`src/rtl/ram_ctrl_pkg.sv`:
```
// ============================================================================
// Module      : ram_ctrl_pkg (package)
// Description : Shared types and default widths for the RAM access controller.
//               Provides the controller state encoding and the default
//               address/data widths of the 8x8 RAM.
// Revision    : 1.0 - initial release
// ============================================================================
`default_nettype none

package ram_ctrl_pkg;

  localparam int DEFAULT_ADDR_W = 3;
  localparam int DEFAULT_DATA_W = 8;

  // VFY_* states are only reachable when RAM_WRITE_VERIFY_EN is defined.
  typedef enum logic [2:0] {
    IDLE       = 3'd0,
    WR         = 3'd1,
    RD_ISSUE   = 3'd2,
    RD_CAPTURE = 3'd3,
    RSP        = 3'd4,
    VFY_ISSUE  = 3'd5,
    VFY_CHECK  = 3'd6
  } state_e;

endpackage : ram_ctrl_pkg

`default_nettype wire

```
`src/rtl/ram_access_ctrl.sv`:
```
// ============================================================================
// Module      : ram_access_ctrl
// Description : Valid/ready request front-end for a single-port RAM with a
//               registered read port. Turns accepted requests into RAM
//               address/data_in/we cycles, absorbs the read latency and
//               returns read data on a backpressurable response channel.
//               One request in flight at a time.
// Ports       : clk, rst                 - clock / sync active-high reset
//               req_valid/ready          - request handshake
//               req_write/addr/wdata     - request payload
//               rsp_valid/ready, rsp_rdata - read response channel
//               ram_address/data_in/we   - RAM control outputs
//               ram_data_out             - RAM registered read data
//               busy                     - controller not in IDLE
//               verify_err               - sticky write-verify error
//                                          (only with RAM_WRITE_VERIFY_EN)
// Config      : RAM_WRITE_VERIFY_EN - read back every write and flag
//               mismatches on verify_err.
// Revision    : 1.0 - initial release
// ============================================================================
`default_nettype none

module ram_access_ctrl
  import ram_ctrl_pkg::*;
#(
  parameter int ADDR_W = DEFAULT_ADDR_W,
  parameter int DATA_W = DEFAULT_DATA_W
) (
  input  logic              clk,
  input  logic              rst,
  input  logic              req_valid,
  output logic              req_ready,
  input  logic              req_write,
  input  logic [ADDR_W-1:0] req_addr,
  input  logic [DATA_W-1:0] req_wdata,
  output logic              rsp_valid,
  input  logic              rsp_ready,
  output logic [DATA_W-1:0] rsp_rdata,
  output logic [ADDR_W-1:0] ram_address,
  output logic [DATA_W-1:0] ram_data_in,
  output logic              ram_we,
  input  logic [DATA_W-1:0] ram_data_out,
`ifdef RAM_WRITE_VERIFY_EN
  output logic              verify_err,
`endif
  output logic              busy
);

  state_e            state_q,     state_d;
  logic [ADDR_W-1:0] addr_q,      addr_d;
  logic [DATA_W-1:0] wdata_q,     wdata_d;
  logic [DATA_W-1:0] rsp_rdata_q, rsp_rdata_d;
  logic              rsp_valid_q, rsp_valid_d;
  logic              ram_we_q,    ram_we_d;
`ifdef RAM_WRITE_VERIFY_EN
  logic              verify_err_q, verify_err_d;
`endif

  logic w_accept;

  // Gated by rst so no request can be taken while reset is held.
  assign req_ready = (state_q == IDLE) && !rst;
  assign w_accept  = req_valid && req_ready;

  always_comb begin
    state_d     = state_q;
    addr_d      = addr_q;
    wdata_d     = wdata_q;
    rsp_rdata_d = rsp_rdata_q;
    rsp_valid_d = rsp_valid_q;
    ram_we_d    = 1'b0;
`ifdef RAM_WRITE_VERIFY_EN
    verify_err_d = verify_err_q;
`endif
    case (state_q)
      IDLE: begin
        if (w_accept) begin
          addr_d  = req_addr;
          wdata_d = req_wdata;
          if (req_write) begin
            state_d  = WR;
            // ram_we is registered, so it is raised on entry to WR.
            ram_we_d = 1'b1;
          end else begin
            state_d = RD_ISSUE;
          end
        end
      end
      WR: begin
`ifdef RAM_WRITE_VERIFY_EN
        state_d = VFY_ISSUE;
`else
        state_d = IDLE;
`endif
      end
      // RAM samples addr_q on the edge leaving RD_ISSUE; its data_out is
      // valid throughout RD_CAPTURE.
      RD_ISSUE:   state_d = RD_CAPTURE;
      RD_CAPTURE: begin
        rsp_rdata_d = ram_data_out;
        rsp_valid_d = 1'b1;
        state_d     = RSP;
      end
      RSP: begin
        if (rsp_ready) begin
          rsp_valid_d = 1'b0;
          state_d     = IDLE;
        end
      end
`ifdef RAM_WRITE_VERIFY_EN
      VFY_ISSUE: state_d = VFY_CHECK;
      VFY_CHECK: begin
        if (ram_data_out != wdata_q) begin
          verify_err_d = 1'b1;
        end
        state_d = IDLE;
      end
`endif
      default: state_d = IDLE;
    endcase
  end

  always_ff @(posedge clk) begin
    if (rst) begin
      state_q     <= IDLE;
      addr_q      <= '0;
      wdata_q     <= '0;
      rsp_rdata_q <= '0;
      rsp_valid_q <= 1'b0;
      ram_we_q    <= 1'b0;
`ifdef RAM_WRITE_VERIFY_EN
      verify_err_q <= 1'b0;
`endif
    end else begin
      state_q     <= state_d;
      addr_q      <= addr_d;
      wdata_q     <= wdata_d;
      rsp_rdata_q <= rsp_rdata_d;
      rsp_valid_q <= rsp_valid_d;
      ram_we_q    <= ram_we_d;
`ifdef RAM_WRITE_VERIFY_EN
      verify_err_q <= verify_err_d;
`endif
    end
  end

  // Address and write data are held in addr_q/wdata_q in every state.
  assign ram_address = addr_q;
  assign ram_data_in = wdata_q;
  assign ram_we      = ram_we_q;
  assign rsp_valid   = rsp_valid_q;
  assign rsp_rdata   = rsp_rdata_q;
  assign busy        = (state_q != IDLE);
`ifdef RAM_WRITE_VERIFY_EN
  assign verify_err  = verify_err_q;
`endif

endmodule : ram_access_ctrl

`default_nettype wire

```
`config.mk`:
```
export PLATFORM = sky130hd
export DESIGN_NAME = ram_access_ctrl
export DESIGN_NICKNAME = d
export VERILOG_FILES = /design/src/rtl/ram_ctrl_pkg.sv /design/src/rtl/ram_access_ctrl.sv
export SDC_FILE = /design/constraint.sdc
export NUM_CORES = 1
export LEC_CHECK = 0
export ABC_AREA = 0
export CAP_MARGIN = 20
export CORE_MARGIN = 3
export CORE_UTILIZATION = 35
export DETAILED_ROUTE_END_ITERATION = 10
export GPL_ROUTABILITY_DRIVEN = 0
export HOLD_SLACK_MARGIN = 0.1
export MAX_ROUTING_LAYER = met4
export PLACE_DENSITY = 0.71
export SKIP_LAST_GASP = 1
export SLEW_MARGIN = 25
export SYNTH_ARGS = -nofsm -noshare
export SYNTH_HDL_FRONTEND = slang
export SYNTH_SLANG_ARGS = --single-unit
```
`constraint.sdc`:
```
create_clock -name clk -period 1.3 [get_ports clk]
set_input_delay 0.26 -clock clk [delete_from_list [all_inputs] [get_ports clk]]
set_output_delay 0.26 -clock clk [all_outputs]
set_load 0.02 [all_outputs]
```
==> summary.json <==
{
  "run_status": "finished with violations",
  "hold_buffers": 0,
  "multi_input_comb_area_um2": 566,
  "drtIter0Drc": 8,
  "postLayoutSetupSlackWorst_ns": -0.274,
  "post_synth.cell_area_avg_um2": 10.3,
  "yosys-top-cells-area": "dfxtp_1 (45%), nand2b_1 (22%), mux2i_1 (18%), nor4b_4 (2.2%), clkbuf_1 (1.4%)",
  "track_usage_pct": 14.4,
  "timing.setup.critical_path_class": "flop to primary output",
  "synth_largest_type_area_fraction_pct": 44.9,
  "drv.max_cap_violation_count": 0,
  "sequential_cell_area_in_the_final_layout_um2": 484,
  "drt_pass1_iterations": 4,
  "min_path_type": "flop to flop",
  "timing.final.crit_share_pct": 121,
  "portBuffers": 46,
  "clock_latency_ns": 0.31,
  "ys_types": 20,
  "grt_setup_unrepaired": "true",
  "post-synth-top-count-cell": "nand2b_1",
  "leakage_nw": 0.701,
  "clock-root-buffer": "clkbuf_4",
  "violations": "negative setup slack",
  "h-tree-depth": 1,
  "avgViaCountPerCell": 4.70,
  "synth_nets": 128,
  "drc": 0,
  "stdcell_count": 192,
  "synth_seq_cells": 24,
  "drive_gt1_share_pct": 21.1,
  "timing.max_slew.rel_slack_pct": 75.7,
  "initial_utilization_pct": 37.9,
  "rows": 19,
  "vias": 902,
  "wl_um": 2500,
  "upper_clock_frequency_limit_ghz": 0.635,
  "globalRouteMet2Util_pct": 25.4,
  "critPathLaunchType": "flop",
  "layout-area-overhead-vs-synth_pct": 58.8,
  "synth_edf_count": 0,
  "synth.yosys.seq_area_share_pct": 44.9,
  "final.fill_count": 257,
  "grt_antenna_before_repair": 0,
  "dp_hpwl_um": 1860,
  "setup.worst_path.end_class": "primary output",
  "cts_sinks": 24,
  "final_net_count": 186,
  "synth_top_flop_cell": "dfxtp_1",
  "syn-instance-count": 104,
  "grt_busiest_layer": "met2",
  "grt_pass1_vias": 901,
  "netlist_top_cells_count": "nand2b_1 (38), dfxtp_1 (24), mux2i_1 (19)",
  "powerDensity_mw_per_mm2": 1010,
  "r2r_setup_slack_ns": -0.17,
  "dp_worst_setup_slack_ns": -0.441,
  "path_max_fanout": 2,
  "hold_violations": 0,
  "crit_arrival_ns": 1.31,
  "use_met1_pct": 15.8,
  "die_area_mm2": 0.00376,
  "die-height_um": 61.3,
  "grt_util_met3_pct": 4.19,
  "yosys_warnings": 0,
  "antenna-diode-count": 0,
  "timing.critical_path.required_ns": 1.04,
  "synth.cell_area_mm2": 0.00107,
  "number_of_top_level_pins": 47,
  "cts_tree": "done",
  "dpl-instance-area_mm2": 0.00163,
  "route.antenna.remaining_nets": 0,
  "grt_pass1_wl_um": 3950,
  "final-max-slew-violation-count": 0,
  "finalSetupViolCount": 14,
  "measured_slew_at_the_worst_slew_check_pin_ns": 0.363,
  "finalInstanceArea_mm2": 0.00170,
  "ctsLongestPathBuffers": 2,
  "worst_hold_slack_ns": 0.484,
  "yosysTopAreaCell": "dfxtp_1",
  "final_period_minus_worst_setup_slack_ns": 1.57,
  "wire_per_inst_um": 13.0,
  "grt_start_max_net_pins": 43,
  "largest_voltage_drop_on_the_vdd_net_v": 0.000643,
  "worst_clock_skew_ns": 0.0102,
  "cts_buffers": 3,
  "dpl.cell_count": 184,
  "chipWidth_um": 61.3,
  "globalRoute.totalOverflow": 0,
  "synthArstFlopShare_pct": 0,
  "total_chip_power_mw": 1.72,
  "clock_slew_seen_by_the_registers_of_the_worst_setup_and_hold_paths_ns": 0.14,
  "placeableCoreArea_mm2": 0.00283
}
registers in the layout, summed over array words and instances, names as in the netlist:
name and count:
rsp_valid 1, state_q 3, rsp_rdata 8, ram_address 3, ram_data_in 8, ram_we 1
where the power goes:
group          internal, mW  leakage [nW]  switching (mW)
Combinational         0.229         0.476           0.164
Clock                 0.311        0.0279           0.224
Sequential            0.774         0.197          0.0196
routing by layer:
metal  part of all wire, %  vias to the layer above
met5                     0                        -
met4                  0.24                        0
met3                   6.2                        2
met2                    51                       30
met1                    43                      414
li1                      -                      456
timing repair:
item,in CTS,in global routing
pin swaps,1,1
resized for setup,36,32
gates cloned,0,1
hold endpoints to repair,0,0
setup endpoints to repair,23,29
setup buffers,0,3
cell families (layout without fill, tap and decap cells):
kind of cell           count (synthesis)  after routing  share of synthesized area (%)
muxes                                 19             19                           17.8
and+or+nand+nor                       49             49                           30.4
DFF                                   24             24                           44.9
buffers and inverters                  7             64                           3.50
AOI/OAI and AO/OA                      5              5                           3.51
placed cells by master, fill, tap and decap left out, drive strengths merged:
cell type and count:
clkdlybuf4s15 11, nor4b 2, nor4bb 1, a21oi 2, or3 1, clkbuf 13
a2111oi 1, bufinv 1, nor2b 2, dfxtp 24, nand2 1, dlygate4sd2 1
o21a 1, and3b 1, nor2 1, nand2b 38, inv 1, clkdlybuf4s50 23
o21ba 1, nor3 2, buf 14, mux2i 19
metrics by stage:
| stage | TNS [ns] | utilization, % |
|---|---|---|
| 2_1_floorplan | 0 | - |
| 3_3_place_gp | -4.59 | 57.6 |
| 3_5_place_dp | -5.15 | 57.6 |
| 4_1_cts | -0.527 | 58.8 |
| 5_1_grt | -3.01 | 60.1 |
| 6_report | -1.93 | 60.1 |
critical path: stages, from the launching register on:
cell     delay, ns
dfxtp_2       0.35
or3_4         0.40
buf_6         0.13
buf_6         0.12
path summary, 6_finish.rpt:
path,from,to,cells after the start
setup / recovery,state_q[0]$_SDFFE_PP0P_,busy,3
hold / removal,rsp_rdata[4]$_SDFFE_PP0P_,rsp_rdata[4]$_SDFFE_PP0P_,2
setup reg to reg,state_q[0]$_SDFFE_PP0P_,ram_address[2]$_SDFFE_PP0P_,5
hold reg to reg,rsp_rdata[4]$_SDFFE_PP0P_,rsp_rdata[4]$_SDFFE_PP0P_,2
final cells by class:
cell class	count	area share [%]
Timing Repair Buffer	59	32.7
Multi-Input combinational cell	73	33.3
Tap cell	31	2.28
Sequential cell	24	28.5
Inverter	1	0.221
Clock inverter	1	1.77
Clock buffer	3	1.32
Power figures use the tool's default switching activity.
